File: src/rtl/dac8652_pkg.sv
// Shared definitions for the DAC8652 serializer: frame layout, command/address codes and FSM states.
// DAC_LDAC_PULSE_EN adds the LDAC_P state used for the explicit LDAC load pulse.
package dac8652_pkg;

   localparam int FRAME_W = 24;

   localparam logic [2:0] CMD_WR_BUF  = 3'b000;
   localparam logic [2:0] CMD_WR_LOAD = 3'b010;
   localparam logic [2:0] ADDR_A      = 3'b000;
   localparam logic [2:0] ADDR_B      = 3'b100;

`ifdef DAC_LDAC_PULSE_EN
   typedef enum logic [1:0] {IDLE, SHIFT, GAP, LDAC_P} state_t;
`else
   typedef enum logic [1:0] {IDLE, SHIFT, GAP} state_t;
`endif

   function automatic logic [FRAME_W-1:0] make_frame(input logic [2:0]  cmd,
                                                     input logic [2:0]  addr,
                                                     input logic [15:0] data);
      return {2'b00, cmd, addr, data};
   endfunction

endpackage

File: src/rtl/dac_sclk_gen.sv
// SCLK divider: high for CLK_DIV cycles then low for CLK_DIV cycles while enabled, idles high.
// o_fall marks the last high cycle, o_rise the last low cycle (end of a bit period).
module dac_sclk_gen #(
   parameter int CLK_DIV = 2
) (
   input  logic clk,
   input  logic resetn,
   input  logic i_en,
   output logic o_sclk,
   output logic o_rise,
   output logic o_fall
);

   localparam int CW = (CLK_DIV > 1) ? $clog2(CLK_DIV) : 1;

   logic [CW-1:0] r_cnt;
   logic          r_low;
   logic          w_half_end;

   assign w_half_end = i_en && (r_cnt == CW'(CLK_DIV - 1));

   always_ff @(posedge clk or negedge resetn) begin
      if (!resetn) begin
         r_cnt <= '0;
         r_low <= 1'b0;
      end else if (!i_en) begin
         r_cnt <= '0;
         r_low <= 1'b0;
      end else if (w_half_end) begin
         r_cnt <= '0;
         r_low <= ~r_low;
      end else begin
         r_cnt <= r_cnt + 1'b1;
      end
   end

   assign o_sclk = ~r_low;
   assign o_fall = w_half_end & ~r_low;
   assign o_rise = w_half_end & r_low;

endmodule

File: src/rtl/dac8652_serializer.sv
// DAC8652 SPI serializer: start/ready request -> one (debug) or two (A, B+load) 24-bit frames.
// Define DAC_LDAC_PULSE_EN to drive an LDAC_WIDTH-cycle low pulse after the last frame.
module dac8652_serializer #(
   parameter int CLK_DIV    = 2,
   parameter int SYNC_GAP   = 4,
   parameter int LDAC_WIDTH = 2
) (
   input  logic        clk,
   input  logic        resetn,
   input  logic [15:0] DATA_A,
   input  logic [15:0] DATA_B,
   input  logic        start,
   input  logic        DEBUG,
   input  logic [2:0]  COMMAND_IN,
   input  logic [2:0]  ADDR_IN,
   output logic        ready,
   output logic        LDAC,
   output logic        CLR,
   output logic        DIN,
   output logic        SCLK,
   output logic        SYNC
);
   import dac8652_pkg::*;

   localparam int GW = (SYNC_GAP > 1) ? $clog2(SYNC_GAP) : 1;

   state_t               r_state;
   state_t               w_next;
   logic [FRAME_W-1:0]   r_shift;
   logic [FRAME_W-1:0]   r_frame_b;
   logic                 r_pend_b;
   logic [4:0]           r_bit;
   logic                 r_last;
   logic [GW-1:0]        r_gap;
   logic                 r_ready;
   logic                 r_sync;
   logic                 w_sclk;
   logic                 w_rise;
   logic                 w_fall;
   logic                 w_gap_done;

   dac_sclk_gen #(.CLK_DIV(CLK_DIV)) u_sclk (
      .clk    (clk),
      .resetn (resetn),
      .i_en   (r_state == SHIFT),
      .o_sclk (w_sclk),
      .o_rise (w_rise),
      .o_fall (w_fall)
   );

   assign w_gap_done = (r_gap == GW'(SYNC_GAP - 1));

`ifdef DAC_LDAC_PULSE_EN
   localparam int LW = (LDAC_WIDTH > 1) ? $clog2(LDAC_WIDTH) : 1;
   logic [LW-1:0] r_lcnt;
   logic          r_ldac;
   logic          w_ldac_done;
   assign w_ldac_done = (r_lcnt == LW'(LDAC_WIDTH - 1));
`endif

   always_comb begin
      w_next = r_state;
      case (r_state)
         IDLE:  if (start) w_next = SHIFT;
         SHIFT: if (w_rise && r_last) w_next = GAP;
         GAP: begin
            if (w_gap_done) begin
               if (r_pend_b) w_next = SHIFT;
`ifdef DAC_LDAC_PULSE_EN
               else          w_next = LDAC_P;
`else
               else          w_next = IDLE;
`endif
            end
         end
`ifdef DAC_LDAC_PULSE_EN
         LDAC_P: if (w_ldac_done) w_next = IDLE;
`endif
         default: w_next = IDLE;
      endcase
   end

   always_ff @(posedge clk or negedge resetn) begin
      if (!resetn) begin
         r_state   <= IDLE;
         r_shift   <= '0;
         r_frame_b <= '0;
         r_pend_b  <= 1'b0;
         r_bit     <= 5'd0;
         r_last    <= 1'b0;
         r_gap     <= '0;
         r_ready   <= 1'b1;
         r_sync    <= 1'b1;
      end else begin
         r_state <= w_next;
         r_ready <= (w_next == IDLE);
         r_sync  <= (w_next != SHIFT);
         case (r_state)
            IDLE: begin
               if (start) begin
                  r_shift   <= DEBUG ? make_frame(COMMAND_IN, ADDR_IN, DATA_A)
                                     : make_frame(CMD_WR_BUF, ADDR_A, DATA_A);
                  r_frame_b <= make_frame(CMD_WR_LOAD, ADDR_B, DATA_B);
                  r_pend_b  <= ~DEBUG;
                  r_bit     <= 5'd23;
                  r_last    <= 1'b0;
               end
            end
            SHIFT: begin
               // r_bit tracks the DAC's sample point; r_last flags that bit 0 has been sampled
               if (w_fall) begin
                  if (r_bit == 5'd0) r_last <= 1'b1;
                  else               r_bit  <= r_bit - 5'd1;
               end
               if (w_rise) r_shift <= {r_shift[FRAME_W-2:0], 1'b0};
            end
            GAP: begin
               if (w_gap_done) begin
                  r_gap <= '0;
                  if (r_pend_b) begin
                     r_shift  <= r_frame_b;
                     r_pend_b <= 1'b0;
                     r_bit    <= 5'd23;
                     r_last   <= 1'b0;
                  end
               end else begin
                  r_gap <= r_gap + 1'b1;
               end
            end
            default: ;
         endcase
      end
   end

`ifdef DAC_LDAC_PULSE_EN
   always_ff @(posedge clk or negedge resetn) begin
      if (!resetn) begin
         r_lcnt <= '0;
         r_ldac <= 1'b1;
      end else begin
         r_ldac <= (w_next != LDAC_P);
         if (r_state == LDAC_P && !w_ldac_done) r_lcnt <= r_lcnt + 1'b1;
         else                                   r_lcnt <= '0;
      end
   end
   assign LDAC = r_ldac;
`else
   assign LDAC = 1'b0;
`endif

   assign ready = r_ready;
   assign SYNC  = r_sync;
   assign SCLK  = w_sclk;
   assign DIN   = r_shift[FRAME_W-1];
   assign CLR   = 1'b1;

endmodule

File: config.mk
export PLATFORM = sky130hd
export DESIGN_NAME = dac8652_serializer
export DESIGN_NICKNAME = d
export VERILOG_FILES = /design/src/rtl/dac8652_pkg.sv /design/src/rtl/dac_sclk_gen.sv /design/src/rtl/dac8652_serializer.sv
export SDC_FILE = /design/constraint.sdc
export NUM_CORES = 1
export LEC_CHECK = 0
export BUFFER_PORTS_ARGS = -buffer_cell sky130_fd_sc_hd__buf_2
export CORE_ASPECT_RATIO = 0.6
export CORE_MARGIN = 4
export CORE_UTILIZATION = 55
export DETAILED_ROUTE_END_ITERATION = 10
export PLACE_DENSITY = 0.79
export SYNTH_ARGS = -nofsm -noshare
export SYNTH_HDL_FRONTEND = slang
export SYNTH_SLANG_ARGS = --single-unit
File: constraint.sdc
create_clock -name clk -period 2.12 [get_ports clk]
set_input_delay 0.212 -clock clk [delete_from_list [all_inputs] [get_ports clk]]
set_output_delay 0.212 -clock clk [all_outputs]
set_load 0.05 [all_outputs]
Word-level counts from Yosys, hierarchy flattened
Index checks and enable logic that the tools add are counted. W data, S select, Z words.

Output and inout bits: 6. Bits in registers: 56.

Reductions and logical operators: 12. Add/sub/neg operators: 3. Muxes and demuxes: 31. Equality and inequality tests: 12. Bitwise operators: 4.

Operators with widths (number): $mux W24 (4); $pmux W24 S3 (1); $mux W5 (5); $mux W22 (1); $ne A2 B2 Y1 const B (8); $pmux W5 S3 (1); $mux W1 (12); $reduce_and A6 Y1 (2); $mux W2 (4); $pmux W2 S3 (1); $logic_not A5 Y1 (1); $reduce_and A5 Y1 (1); $sub A5 B1 Y5 const B (1); $eq A2 B2 Y1 const B (2); $logic_not A2 Y1 (2); $pmux W1 S3 (1); $reduce_and A3 Y1 (1); $reduce_bool A3 Y1 (1); $add A2 B1 Y2 const B (1); $and A1 B1 Y1 (2); $eq A2 B1 Y1 const B (1); $logic_and A1 B1 Y1 (2); $ne A2 B1 Y1 const B (1); $not A1 Y1 (2); 4 further kinds (4).

Depth between registers and ports, before layout
Gate-level depths: netlist of run 1.

Word-level depth: 7. Gate-level depth with buffers: 9. Gate-level depth less buffers: 6.

Cells and area by module
Synthesis of run 1 repeated with hierarchy kept, for this count alone.

Cells, all modules: 274. Area, all modules: 2727.6 sq um.

Modules (own cells, without submodules): dac8652_serializer (instances 1, area each 2641.3 sq um, cells each 265, seq. area each 1353.8 sq um); dac_sclk_gen (instances 1, area each 86.3 sq um, cells each 9, seq. area each 50.0 sq um).

Worst setup path after synthesis of run 1
No wires, ideal clock.

Path type: register -> register. Start: register r_state[0]. End: register r_shift[23]. Data required time: 1988 ps. Stages on the path, launching flop included: 9. Buffers on the path: 2. Slack: 186 ps. Period minus slack after synthesis: 1934 ps. Arrival time: 1802 ps. Setup time: 132 ps. Path through: dfrtp_1 inv_1 ha_1 nor2b_2 or4_4 buf_6 buf_6 nand2_1 o21ai_1.

Cells in the longest elaborated chain, start to end: 5. Elaborated cells between the ends (all ways): 12. Those cells by class: eq/ne (6); mux (1); bitwise (1); reduce/logical (4).

Ends and longest elaborated chain: from (decl) (line dac8652_serializer.sv:27) `state_t r_state;`; from (signal assigned) (line dac8652_serializer.sv:95) `r_state <= w_next;`; $eq A2 B1 Y1 (line dac8652_serializer.sv:45, dac8652_serializer.sv:98); $logic_and A1 B1 Y1 (line dac_sclk_gen.sv:20) `assign w_half_end = i_en && (r_cnt == CW'(CLK_DIV - 1));`; $and A1 B1 Y1 (line dac_sclk_gen.sv:39) `assign o_rise = w_half_end & r_low;`; $ne A2 B2 Y1 (no source line); $reduce_and A5 Y1 (no source line); to (signal assigned) (line dac8652_serializer.sv:101) `r_shift <= DEBUG ? make_frame(COMMAND_IN, ADDR_IN, DATA_A)`; to (signal assigned) (line dac8652_serializer.sv:115) `if (w_rise) r_shift <= {r_shift[FRAME_W-2:0], 1'b0};`; to (signal assigned) (line dac8652_serializer.sv:121) `r_shift <= r_frame_b;`; to (decl) (line dac8652_serializer.sv:29) `logic [FRAME_W-1:0] r_shift;`.

Several ways; a longest one is shown, not always the timed one. A chain may end at the register's enable or synchronous reset.

Worst setup path in the final report of run 1
Start: register r_state[0]. End: register r_shift[7].

Same word-level chain as after synthesis.

==> impl_metrics.json, run 1 <==
{
  "status": "completed",
  "max_freq_ghz": 0.4980,
  "slew_headroom": 0.6488,
  "routedWlPerCell_um": 16.01,
  "drtIter0Drc": 130,
  "grt.total_usage": 0.1888,
  "clock_latency_ps": 300,
  "power_frac_seq": 0.416,
  "tightest_slew_ps": 526.8,
  "vias": 2158,
  "syn_nets": 321,
  "p_sw_frac": 0.3996,
  "drt_wl_total_um": 6037,
  "path_class": "flop to flop",
  "clockPowerShare": 0.160,
  "crit_required_ps": 2300,
  "cts_inserted_buffers": 5,
  "max_stage_delay_ps": 650,
  "gp_congestion": 0.8691,
  "path_buf_inv": 1,
  "antenna_cells": 0,
  "power.switching_w": 0.001738,
  "slew_viol_final": 0,
  "cp_slowest_cell": "or4_4",
  "layout_commonest_cell": "dfrtp_1",
  "setup_violations": 0,
  "drc": 0,
  "firstDrtPassIters": 4,
  "rsz0062_at_grt": "false",
  "end_kind": "flop",
  "cts_tree": "yes",
  "port_buffers": 45,
  "fin_nets": 362,
  "finalHoldViolCount": 0,
  "cpLargestDelayFamily": "simple AND/OR/NAND/NOR gates",
  "grt_overflow": 0,
  "fin_crit_ps": 2008,
  "ioPinCount": 48,
  "rows": 19,
  "synth_cell_types": 40,
  "avgViaCountPerCell": 5.724,
  "worst_slack_ps": 111.9,
  "syn_to_final_growth_pct": 14.70,
  "cp_max_fo": 24,
  "grt_max_degree": 49,
  "drv_cap": 0,
  "cts_max_level": 2,
  "final_cell_mix": "dfrtp_1, nand2_1, buf_2",
  "postCtsSetupBuffers": 0,
  "hold_class": "primary input to flop",
  "leakage_nw": 1.459,
  "synth-seq-cells": 56,
  "die_w_um": 99.15,
  "fin_crit_sh": 0.9472,
  "die_area_um2": 6215,
  "initial_core_util": 0.5854,
  "cts_num_sinks": 56,
  "pwr_density_cell_nw_per_um2": 1383,
  "layout.cells.non_filler": 377,
  "grt_pass1_wl_um": 9577,
  "place_ws_ps": -9.754,
  "die_h_um": 62.69,
  "yosysSeqAreaShare": 0.5121,
  "drive_gt1_frac": 0.2834,
  "grt_antenna_before_repair": 0,
  "p_int_w": 0.002611,
  "power_frac_comb": 0.424,
  "clkSlewWorstSetupHoldPaths_ps": 110,
  "holdWs_ps": 131.4,
  "cts_buffer_depth": 2,
  "core_um2": 4683,
  "synth_area_um2": 2741,
  "ys_warn_count": 0,
  "final_antenna_net_count": 0,
  "syn-mean-instance-area_um2": 10.08,
  "dp_cells": 367,
  "ir_drop_mv": 0.6230,
  "crit_chain": "inv_1, ha_1, nor2b_2, or4_4, nand2_1, o21ai_0",
  "dp_hpwl_um": 4169,
  "netlist_instances": 272,
  "fin_worst_skew_ps": 13.58,
  "grt_pass1_vias": 2022,
  "crit_arrival_ps": 2190,
  "crit_path_start_kind": "flop",
  "clock-root-buffer": "clkbuf_8"
}
[final timing paths]
| path | startpoint | end | slack (ps) | cells past startpoint |
|---|---|---|---|---|
| max | r_state[0] | r_shift[7] | 110 | 6 |
| min | DATA_B[9] | r_frame_b[9] | 130 | 2 |
| max reg2reg | r_state[0] | r_shift[7] | 110 | 6 |
| min reg2reg | r_shift[4] | r_shift[4] | 500 | 2 |
| max in group asynchronous | resetn | SYNC | 1100 | 3 |
| min in group asynchronous | resetn | u_sclk.r_low | 410 | 2 |
[cells by family after synthesis]
family                     share of synthesized area
AOI/OAI and AO/OA                             0.1958
adders and majority gates                    0.03195
buffers and inverters                        0.05202
DFF                                           0.5121
muxes                                        0.07805
other                                       0.002739
and+or+nand+nor                               0.1273
[per-stage QoR]
| step | util | power (W) | area [µm²] | TNS (ps) |
|---|---|---|---|---|
| CTS | 0.6676 | 0.004280 | 3127 | 0 |
| global route | 0.6714 | 0.004674 | 3144 | 0 |
| detailed placement | 0.6417 | 0.003595 | 3005 | -9.754 |
| global placement | 0.6417 | 0.003490 | 3005 | 0 |
| finish | 0.6714 | 0.004349 | 3144 | 0 |
| floorplan | - | 0.003205 | 2741 | 0 |
[area by class of cell]
cell class	instances	area [µm²]
Multi-Input combinational cell	188	1212
Clock buffer	5	68.82
Sequential cell	56	1404
Inverter	8	30.03
Tap cell	63	78.83
Clock inverter	3	42.54
Timing Repair Buffer	54	307.8
Fill cell	382	1539
[metal layers]
layer	share of wire	global-route usage
met5	0	0
met4	0.0025	0.02896
met3	0.068	0.04905
met2	0.44	0.2868
met1	0.49	0.2775
[power by group through the flow]
| stage | Clock (W) | Sequential (W) | Combinational [W] |
|---|---|---|---|
| after detailed placement | 0 | 0.00181 | 0.00178 |
| after CTS | 0.000698 | 0.00180 | 0.00179 |
| after global placement | 0 | 0.00179 | 0.00170 |
| final | 0.000698 | 0.00181 | 0.00184 |
| after global routing | 0.000757 | 0.00185 | 0.00206 |
| after floorplan | 0 | 0.00181 | 0.00139 |
[synth_stat cells]
| master | instances | area share |
|---|---|---|
| o21ai_2 | 1 | 0.0032 |
| nor2_1 | 5 | 0.0068 |
| or4_4 | 1 | 0.0041 |
| o21ai_1 | 18 | 0.033 |
| buf_1 | 4 | 0.0055 |
| nand4_1 | 1 | 0.0023 |
| buf_4 | 2 | 0.0055 |
| a21oi_1 | 5 | 0.0091 |
| nor2b_1 | 4 | 0.0091 |
| o21ai_0 | 23 | 0.042 |
| clkbuf_1 | 9 | 0.012 |
| nor3_1 | 1 | 0.0018 |
| nand3b_1 | 1 | 0.0027 |
| a21boi_1 | 2 | 0.0055 |
| nor2b_2 | 1 | 0.0032 |
| a22oi_1 | 21 | 0.058 |
| a21boi_0 | 1 | 0.0027 |
| a41o_1 | 1 | 0.0037 |
| nand2_1 | 46 | 0.063 |
| nand2b_1 | 5 | 0.011 |
| o31ai_1 | 1 | 0.0027 |
| and2_1 | 2 | 0.0046 |
| a31oi_1 | 4 | 0.0091 |
| a22o_1 | 3 | 0.0096 |
| nand3_1 | 4 | 0.0073 |
| nor4_1 | 1 | 0.0023 |
| or4b_1 | 1 | 0.0037 |
| o22ai_1 | 2 | 0.0046 |
| mux2_2 | 19 | 0.078 |
| dfstp_2 | 2 | 0.019 |
| buf_2 | 3 | 0.0055 |
| inv_1 | 8 | 0.011 |
| buf_6 | 3 | 0.012 |
| ha_1 | 7 | 0.032 |
| a2111oi_4 | 1 | 0.010 |
| or3_1 | 1 | 0.0023 |
| conb_1 | 2 | 0.0027 |
| a32oi_1 | 1 | 0.0032 |
| dfrtp_1 | 54 | 0.49 |
| nor3b_1 | 1 | 0.0027 |
[state kept, by name (all words and copies together), names as in the netlist]
signal        flops
r_shift          24
r_frame_b        17
r_bit             5
r_gap             2
r_state           2
SYNC              1
r_last            1
r_pend_b          1
ready             1
u_sclk.r_cnt      1
u_sclk.r_low      1
[worst register-to-register path: stages, from the launching register on]
cell and delay [ps]:
dfrtp_1 450, inv_1 100, ha_1 250, nor2b_2 220, or4_4 650, nand2_1 120, o21ai_0 90
[timing repair]
item | 4_1_cts | 5_1_grt
endpoints found under the setup margin | 7 | 24
endpoints found under the hold margin | 21 | 0
pin swaps | 1 | 1
cloned | 0 | 1
hold buffers | 1 | 0
resized for setup | 0 | 3
No activity file was read; power rests on OpenSTA's default activity.
==> inputs of run 2 (changes only) <==
--- a/config.mk
+++ b/config.mk
@@ -11,6 +11,7 @@
 export CORE_UTILIZATION = 55
 export DETAILED_ROUTE_END_ITERATION = 10
 export PLACE_DENSITY = 0.79
+export REMOVE_ABC_BUFFERS = 1
 export SYNTH_ARGS = -nofsm -noshare
 export SYNTH_HDL_FRONTEND = slang
 export SYNTH_SLANG_ARGS = --single-unit
==> run 2 against run 1 <==
- clock skew about the same
- non-clock buffer count up 3
- sequential share of layout area up 0.11 points
- critical path depth unchanged
- register-to-register slack about the same
- die area unchanged
- sequential power about the same
- via count down 1.8%
- clock power down 16%
- cell count up 0.80%
- design area down 0.16%
- critical path type unchanged
- largest power group unchanged
- highest routed layer unchanged
==> impl_metrics.json, run 2 (same netlist as run 1, synthesis figures left out) <==
{
  "ir_drop_mv": 0.6725,
  "cp_max_fo": 24,
  "cts_buffer_depth": 2,
  "routedWlPerCell_um": 15.49,
  "path_class": "flop to flop",
  "final_cell_mix": "dfrtp_1, nand2_1, buf_2",
  "firstDrtPassIters": 4,
  "cp_slowest_cell": "or4_4",
  "cts_max_level": 2,
  "holdWs_ps": 122.0,
  "crit_chain": "inv_1, ha_1, nor2b_2, or4_4, nand2_1, o21ai_0",
  "vias": 2120,
  "crit_required_ps": 2300,
  "drv_cap": 0,
  "die_w_um": 99.15,
  "grt_overflow": 0,
  "crit_arrival_ps": 2190,
  "dpl_cell_area_um2": 3028,
  "grt_pass1_vias": 2056,
  "n_fill_cell": 394,
  "status": "completed",
  "pwr_density_cell_nw_per_um2": 1357,
  "largest_reg_flops": 24,
  "port_buffers": 45,
  "grt_antenna_before_repair": 0,
  "drc": 0,
  "fin_crit_ps": 2011,
  "clock_latency_ps": 310,
  "fin_crit_sh": 0.9484,
  "initial_core_util": 0.5854,
  "clkSlewWorstSetupHoldPaths_ps": 110,
  "end_kind": "flop",
  "drt_wl_total_um": 5886,
  "die_h_um": 62.69,
  "grt_pass1_wl_um": 9439,
  "drive_gt1_frac": 0.2839,
  "tns_ps": 0,
  "layout_commonest_cell": "dfrtp_1",
  "dp_hpwl_um": 3969,
  "drtIter0Drc": 172,
  "design_area_um2": 3139,
  "grt_max_degree": 57,
  "cts_num_sinks": 56,
  "ioPinCount": 48,
  "rows": 19,
  "die_area_um2": 6215,
  "grt.total_usage": 0.1889,
  "max_stage_delay_ps": 700,
  "final_antenna_net_count": 0,
  "core_um2": 4683,
  "fin_worst_skew_ps": 13.41,
  "min_path_cells": 2,
  "top_regs": "r_shift: 24 flops, r_frame_b: 17 flops, r_bit: 5 flops",
  "cts_tree": "yes",
  "gp_congestion": 0.7955,
  "rsz0062_at_grt": "false",
  "crit_path_start_kind": "flop",
  "syn_to_final_growth_pct": 14.51,
  "finalHoldViolCount": 0,
  "r2r_cells": 6,
  "antenna_cells": 0,
  "regMostFlops": "r_shift",
  "max_freq_ghz": 0.4974,
  "fin_nets": 365,
  "avgViaCountPerCell": 5.579,
  "clock-root-buffer": "clkbuf_8",
  "slew_viol_final": 0,
  "setup_violations": 0,
  "cts_inserted_buffers": 5,
  "hold_class": "primary input to flop",
  "leakage_nw": 1.460
}
run 2: cell types whose count changed in the layout (fill, tap and decap cells not counted), sizes merged:
cell    change
bufinv      -1
buf         +3
clkbuf      +1
run 2: stage by stage:
stage	util	instances	worst slack [ps]	total power (W)
floorplan	-	251	-197.3	0.003068
global placement	0.6465	370	73.34	0.003529
detailed placement	0.6465	370	-22.70	0.003618
CTS	0.6676	379	26.49	0.004210
global route	0.6703	380	17.53	0.004609
finish	0.6703	380	109.5	0.004259
run 2: worst paths after layout:
| path | slack [ps] | start | endpoint |
|---|---|---|---|
| worst min-delay path | 120 | DATA_B[9] | r_frame_b[9] |
| min in group asynchronous | 430 | resetn | r_frame_b[7] |
| worst max register to register | 110 | r_state[0] | r_shift[7] |
| worst max-delay path | 110 | r_state[0] | r_shift[7] |
| max in group asynchronous | 1380 | resetn | SYNC |
| worst min register to register | 490 | r_shift[6] | r_shift[6] |
run 2: worst max-delay path, delay by kind of cell (launching register included):
kind / cells / cell delay (ps)
AOI/OAI and AO/OA: 1 / 90
adders and majority gates: 1 / 260
buffers and inverters: 1 / 80
DFF: 1 / 420
and+or+nand+nor: 3 / 1050
run 2: area by class of cell:
cell class,count,area (µm²),share of cell area
well taps,63,78.83,0.02511
clock buffers,6,72.57,0.02312
flip-flops and latches,56,1405,0.4476
inverters,8,30.03,0.009566
repair buffers,57,330.3,0.1052
multi-input cells,188,1206,0.3842
clock inverters,2,16.27,0.005181
run 2: per-layer routing:
layer / share of wire / global-route usage / vias to the layer above
met1: 0.49 / 0.2780 / 1014
met2: 0.44 / 0.2768 / 54
li1: - / - / 1046
met3: 0.054 / 0.04459 / 6
met4: 0.010 / 0.05792 / 0
met5: 0 / 0 / -
run 2: where the power goes:
group / switching (W) / leakage, nW / internal (W)
combinational: 0.00110 / 0.735 / 0.000772
sequential: 0.000279 / 0.684 / 0.00152
clock: 0.000351 / 0.0414 / 0.000236
total: 0.00173 / 1.46 / 0.00253
run 2: repair_timing:
action / CTS / global route
cloned: 0 / 1
buffers inserted: 0 / 0
hold buffers: 1 / 0
gates resized for setup: 0 / 2
endpoints found under the setup margin: 5 / 24
pin swaps: 1 / 1
hold endpoints to repair: 54 / 0
